`config.mk`:
```
export PLATFORM = sky130hd
export DESIGN_NAME = cache_control
export DESIGN_NICKNAME = d
export VERILOG_FILES = /design/src/rtl/cache_control.sv
export SDC_FILE = /design/constraint.sdc
export NUM_CORES = 1
export LEC_CHECK = 0
export ABC_AREA = 1
export BUFFER_PORTS_ARGS = -buffer_cell sky130_fd_sc_hd__buf_2
export CORE_MARGIN = 1.5
export CORE_UTILIZATION = 37
export CTS_BUF_LIST = sky130_fd_sc_hd__clkbuf_8
export DETAILED_ROUTE_END_ITERATION = 10
export PLACE_DENSITY_LB_ADDON = 0.1
export REMOVE_ABC_BUFFERS = 1
export SLEW_MARGIN = 20
export SYNTH_ARGS = -nofsm -noshare
export SYNTH_HDL_FRONTEND = slang
export SYNTH_SLANG_ARGS = --single-unit
```
`constraint.sdc`:
```
create_clock -name clk -period 2.4 [get_ports clk]
set_input_delay 0.36 -clock clk [delete_from_list [all_inputs] [get_ports clk]]
set_output_delay 0.36 -clock clk [all_outputs]
set_load 0.05 [all_outputs]
```
`src/rtl/cache_control.sv`:
```
// ---------------------------------------------------------------------------
// cache_control
//
// Control FSM for a one-cycle, direct-mapped, write-back cache. It resolves
// CPU hits in the request cycle. On a miss it runs an optional writeback of
// the victim line, then a line fill, on the physical-memory port. After the
// fill the FSM returns to IDLE, where the still-held request hits and
// completes.
//
// Optional feature: define CACHE_CTRL_PERF_EN to build hit/miss/writeback
// performance counters. Without it, the counter ports read constant 0 and
// no counter flops exist.
//
// Ports
//   clk          clock, rising edge
//   rst          asynchronous active-high reset; forces IDLE and zeroes outputs
//   mem_read     CPU read request, held until mem_resp
//   mem_write    CPU write request, held until mem_resp (wins over mem_read)
//   hit          datapath tag match AND valid for the requested index
//   dirty        dirty bit of the indexed line
//   pmem_resp    physical-memory transaction complete (one-cycle pulse)
//   mem_resp     CPU request complete
//   pmem_read    line fill request
//   pmem_write   line writeback request
//   load_tag     tag array write enable
//   load_valid   valid array write enable (valid datain is constant 1)
//   load_dirty   dirty array write enable
//   dirty_in     dirty array datain
//   load_data    data array write enable
//   data_sel     data source: 0 = CPU write data, 1 = pmem line
//   addr_sel     pmem address source: 0 = {CPU tag, index}, 1 = {stored tag, index}
//   hit_count    requests completed as hits (CNT_W, wraps)
//   miss_count   requests that missed (CNT_W, wraps)
//   wb_count     writebacks issued (CNT_W, wraps)
// ---------------------------------------------------------------------------
module cache_control #(
    parameter int CNT_W = 32
) (
    input  logic             clk,
    input  logic             rst,
    input  logic             mem_read,
    input  logic             mem_write,
    input  logic             hit,
    input  logic             dirty,
    input  logic             pmem_resp,
    output logic             mem_resp,
    output logic             pmem_read,
    output logic             pmem_write,
    output logic             load_tag,
    output logic             load_valid,
    output logic             load_dirty,
    output logic             dirty_in,
    output logic             load_data,
    output logic             data_sel,
    output logic             addr_sel,
    output logic [CNT_W-1:0] hit_count,
    output logic [CNT_W-1:0] miss_count,
    output logic [CNT_W-1:0] wb_count
);

    localparam logic [1:0] IDLE      = 2'd0;
    localparam logic [1:0] WRITEBACK = 2'd1;
    localparam logic [1:0] FILL      = 2'd2;

    logic [1:0] state_reg;
    logic [1:0] state_next;
    logic       request;

    assign request = mem_read | mem_write;

    // Output decode and next-state logic. Every output is gated by rst so
    // nothing (in particular no array write enable) escapes while the FSM
    // is being held in reset, even if a request is present.
    always_comb begin
        state_next = state_reg;
        mem_resp   = 1'b0;
        pmem_read  = 1'b0;
        pmem_write = 1'b0;
        load_tag   = 1'b0;
        load_valid = 1'b0;
        load_dirty = 1'b0;
        dirty_in   = 1'b0;
        load_data  = 1'b0;
        data_sel   = 1'b0;
        addr_sel   = 1'b0;
        if (!rst) begin
            case (state_reg)
                IDLE: begin
                    if (request) begin
                        if (hit) begin
                            mem_resp = 1'b1;
                            // A write (including read+write) merges CPU data
                            // into the line and marks it dirty.
                            if (mem_write) begin
                                load_data  = 1'b1;
                                data_sel   = 1'b0;
                                load_dirty = 1'b1;
                                dirty_in   = 1'b1;
                            end
                        end else begin
                            state_next = dirty ? WRITEBACK : FILL;
                        end
                    end
                end
                WRITEBACK: begin
                    pmem_write = 1'b1;
                    addr_sel   = 1'b1;
                    if (pmem_resp) begin
                        state_next = FILL;
                    end
                end
                FILL: begin
                    pmem_read = 1'b1;
                    addr_sel  = 1'b0;
                    if (pmem_resp) begin
                        // Install the fetched line clean; a pending write
                        // dirties it when it hits back in IDLE.
                        load_data  = 1'b1;
                        data_sel   = 1'b1;
                        load_tag   = 1'b1;
                        load_valid = 1'b1;
                        load_dirty = 1'b1;
                        dirty_in   = 1'b0;
                        state_next = IDLE;
                    end
                end
                default: begin
                    state_next = IDLE;
                end
            endcase
        end
    end

    always_ff @(posedge clk or posedge rst) begin
        if (rst) begin
            state_reg <= IDLE;
        end else begin
            state_reg <= state_next;
        end
    end

`ifdef CACHE_CTRL_PERF_EN
    // was_miss marks that the request now being serviced already counted as
    // a miss, so its post-fill completion in IDLE is not also counted as a hit.
    logic                  was_miss_reg;
    logic                  was_miss_next;
    logic                  leave_for_miss;
    logic                  wb_done;
    logic [2:0]            cnt_inc;
    logic [2:0][CNT_W-1:0] cnt_all;

    // state_next only differs from state_reg when rst is low, so these
    // strobes are already quiet during reset.
    assign leave_for_miss = (state_reg == IDLE) && (state_next != IDLE);
    assign wb_done        = (state_reg == WRITEBACK) && (state_next == FILL);

    assign cnt_inc[0] = mem_resp && !was_miss_reg;
    assign cnt_inc[1] = leave_for_miss;
    assign cnt_inc[2] = wb_done;

    always_comb begin
        was_miss_next = was_miss_reg;
        if (leave_for_miss) begin
            was_miss_next = 1'b1;
        end else if (mem_resp) begin
            was_miss_next = 1'b0;
        end
    end

    always_ff @(posedge clk or posedge rst) begin
        if (rst) begin
            was_miss_reg <= 1'b0;
        end else begin
            was_miss_reg <= was_miss_next;
        end
    end

    genvar gi;
    generate
        for (gi = 0; gi < 3; gi++) begin : g_cnt
            logic [CNT_W-1:0] count_reg;

            always_ff @(posedge clk or posedge rst) begin
                if (rst) begin
                    count_reg <= '0;
                end else if (cnt_inc[gi]) begin
                    count_reg <= count_reg + CNT_W'(1);
                end
            end

            assign cnt_all[gi] = count_reg;
        end
    endgenerate

    assign hit_count  = cnt_all[0];
    assign miss_count = cnt_all[1];
    assign wb_count   = cnt_all[2];
`else
    assign hit_count  = '0;
    assign miss_count = '0;
    assign wb_count   = '0;
`endif

endmodule

```
# Word level (Yosys, flattened, before mapping)
# Cells that the tools add are included.
classes:
  muxes: 24
  bitwise: 2
  n_reduce_logical: 2
  n_eq_ne: 6
op_table:
  columns: ["op", "count"]
  rows:
  - ["two-way mux 1 bit", 17]
  - ["two-way mux 2 bit", 5]
  - ["!= test 2 bit, second input constant", 4]
  - ["one-hot mux 2 bit (3 select lines)", 1]
  - ["AND reduction 5 bit", 1]
  - ["equality test 2 x 1 -> 1 bit, second input constant", 1]
  - ["equality test 2 bit, second input constant", 1]
  - ["zero test 2 bit", 1]
  - ["one-hot mux 1 bit (2 select lines)", 1]
  - ["inverter 1 bit", 1]
  - ["OR 1 bit", 1]
word_totals:
  word_cells: 35
  register_bits: 2
  input_bits: 7
  output_inout_bits: 106

# Logic depth before layout (Yosys ltp)
depth:
  word_depth: 5
  mapped_depth: 8
  mapped_depth_nobuf: 7

# Worst setup path after synthesis
# Ideal clock, no wire load.
synth_timing:
  path_kind: "register to output"
  from: "register state_reg[1]"
  to: "output port load_dirty"
  arrival_time_ps: 1919
  setup_slack_ps: 121
  n_path_buf: 2
  t_required_ps: 2040
  path_stages_with_launch: 6
  cell_sequence: "dfrtp_1 buf_6 nor2_2 nand3_1 a21oi_1 buf_4"
synth_via:
  elab_chain_len: 3
  word_cells_on_any_way: 4
  cone_classes: "eq/ne: 1; mux: 2; reduce/logical: 1"
synth_lines:
  columns: ["element", "line_no", "text"]
  rows:
  - ["start: declaration", "65", "logic [1:0] state_reg;"]
  - ["start signal: assignment", "138", "state_reg <= state_next;"]
  - ["equality test 2 bit or zero test 2 bit (tied branches)", null, null]
  - ["one-hot mux 1 bit (2 select lines) *", null, null]
  - ["two-way mux 1 bit *", null, null]
  - ["end: declaration", "51", "output logic load_dirty,"]
# Every way passes the cells marked *; elsewhere a longest branch is shown, timed or not.

# Worst setup path in the final report
layout_timing:
  from: "register state_reg[1]"
  to: "output port load_dirty"
layout_via:
  elab_chain_len: 3
  word_cells_on_any_way: 4
  cone_classes: "eq/ne: 1; mux: 2; reduce/logical: 1"
layout_lines:
  columns: ["element", "line_no", "text"]
  rows:
  - ["equality test 2 bit or zero test 2 bit (tied branches)", "87", "case (state_reg)"]
  - ["one-hot mux 1 bit (2 select lines) *", "87", null]
  - ["two-way mux 1 bit *", "86", "if (!rst) begin"]
# Marks and branches as above.

==> metrics.cfg <==
[yosys]
async_flop_share=1.00
syn_inst=138
yosys.area.top_type_share=0.770
syn_avg_cell_area_um2=7.06
ys.flop_type=dfrtp_1
ys_ff_latch=2
yosysTopAreaCell=buf_4
synth_common_cells=buf_4, nand2_1, nand3_1, nor2_1, inv_1
seq_area_frac_synth=0.0513
ys_types=15
ys_warn_count=0
syn_area_um2=975
synth_area_leaders=buf_4, dfrtp_1, nand2_1
synth_edf_count=0
yosysMostFrequentCell=buf_4

[clocking]
cts.htree.levels=1
root_buffer=clkbuf_8
cts_resized=0
cts_tree=done
clkTransAtPathRegs_ns=0.03
clk_path_buf_depth=2
clock-sinks=2
worstSkewPairLatency_ns=0.21
cts_buffers=3
hold_buffers=0
postCtsSetupBuffers=0

[detailed_routing]
wl_met3_um=191
wl_per_cell_um=5.54
drcViolationCount=0
drt_iter0_drc=4
vias=532
vias_per_cell=2.94
wirelength_um=1000
met2_length_um=541
ant_nets=0
drt_pre_antenna_iters=4
highest_layer=met4
wl_met1_um=257

[cells_and_area]
drive_above_1_share=0.159
fin_area_um2=728
utilization=0.294
syn2layout_area_growth_pct=-25.3
n_antenna_cell=0
nNetsFinal=160
largest_reg_flops=2

[timing]
final.hold.worst_slack_ns=0.0826
finalClockSkew_ns=0.00379
hold_viol=0
rsz0062_at_grt=false
setup_viol=0
period_share=0.749
fmax_ghz=0.556
finalCriticalPeriod_ns=1.80
slew_violations=0

[setup_path]
path_cells=nor2_2, nand3_1, a21oi_1, buf_2
worstPathMaxFanout=8
r2r_cells=7
r2r_start=state_reg[1]
cpPeakStageDelay_ns=0.45
worstReg2RegEnd=state_reg[0]
path_buf_inv=1
r2r_slack_ns=1.32
cp-start-kind=flop
end_kind=output pin
slowest_stage=dfrtp_1
critPathKind=flop to output pin
worst_ep_required_time_ns=2.04
cp.arrival_ns=1.44
critPathTopFamily=flip-flops

[place]
port_buffers=16
dp_hpwl_um=943
placed_area_um2=687
gp_congestion=0.647

[die]
die_area_mm2=0.00295
die_x_um=54.3
core_mm2=0.00248
ios=113
dieHeight_um=54.3
rows=18
initial_utilization=0.393

[worst_hold_path]
hp-class=primary input to async pin

[pwr]
powerDensity_mw_per_mm2=1090
ir_worst_vdd_mv=0.388
p_leak_nw=0.522

[run_status]
status=complete, no violations

[global_routing]
grt.overflow.total=0
grt_first_pass_wirelength_um=1170
antenna_found_initial=0
first_global_vias=289
grtUsageTotal=0.0578
grt_max_degree=9

[run]
maxCapViolCount=0

## area by class of cell
type | count | area [um2]
Sequential cell | 2 | 50.0
Inverter | 4 | 15.0
Timing Repair Buffer | 16 | 80.1
Multi-Input combinational cell | 126 | 504
Clock buffer | 3 | 41.3
Tap cell | 30 | 37.5
Fill cell | 282 | 1750
## where the power goes
group / switching (mW) / total (mW) / leakage [nW] / internal, mW
combinational: 0.516 / 0.584 / 0.475 / 0.0673
clock: 0.0248 / 0.131 / 0.0216 / 0.106
sequential: 0.0282 / 0.0765 / 0.0258 / 0.0483
total: 0.569 / 0.791 / 0.522 / 0.222
## layer usage
layer,track usage,up-vias
met1,0.0522,219
met3,0.0355,2
met5,0,-
li1,-,252
met2,0.0964,59
met4,0.0375,0
## worst reg2reg max path, cell delays in order (launching register included)
cell and delay (ns):
dfrtp_1 0.46, inv_1 0.09, nand2_1 0.09, nand2_1 0.06, nand2_1 0.06, nand3_1 0.08
nand2_1 0.07, nand2_1 0.05
## layout by cell type (no fill, tap or decap)
master    instances
buf_2            16
nand2_1          10
inv_1             3
nor3_1            1
a21oi_1           2
nor3b_1           1
dfrtp_1           2
conb_1           96
nand2_2           1
nand2_4           1
nor2_1            5
nor2_2            2
inv_2             1
nand3_1           7
clkbuf_8          3
## worst max path at each step
stage | startpoint | to | cells past startpoint
after floorplan | state_reg[0] | data_sel | 3
after global placement | state_reg[1] | load_dirty | 4
after detailed placement | state_reg[1] | load_dirty | 4
after CTS | state_reg[1] | load_dirty | 4
after global routing | state_reg[1] | load_dirty | 4
final | state_reg[1] | load_dirty | 4
## cell families (layout without fill, tap and decap cells)
kind of cell,Yosys count,after routing,synth area share
flip-flops,2,2,0.0513
AO/OA/AOI/OAI,2,2,0.0103
buffers and inverters,105,23,0.797
AND/OR/NAND/NOR,28,28,0.137
other,1,96,0.00385
## stage by stage
step / total power, mW / setup WS [ns] / cells / setup TNS (ns)
after floorplan: 0.605 / -0.409 / 132 / -1.56
after global placement: 0.660 / 0.827 / 178 / 0
after detailed placement: 0.660 / 0.805 / 178 / 0
after CTS: 0.795 / 0.581 / 181 / 0
after global routing: 0.840 / 0.501 / 181 / 0
final: 0.791 / 0.602 / 181 / 0
Note: power is estimated with default switching activity, not from simulation.
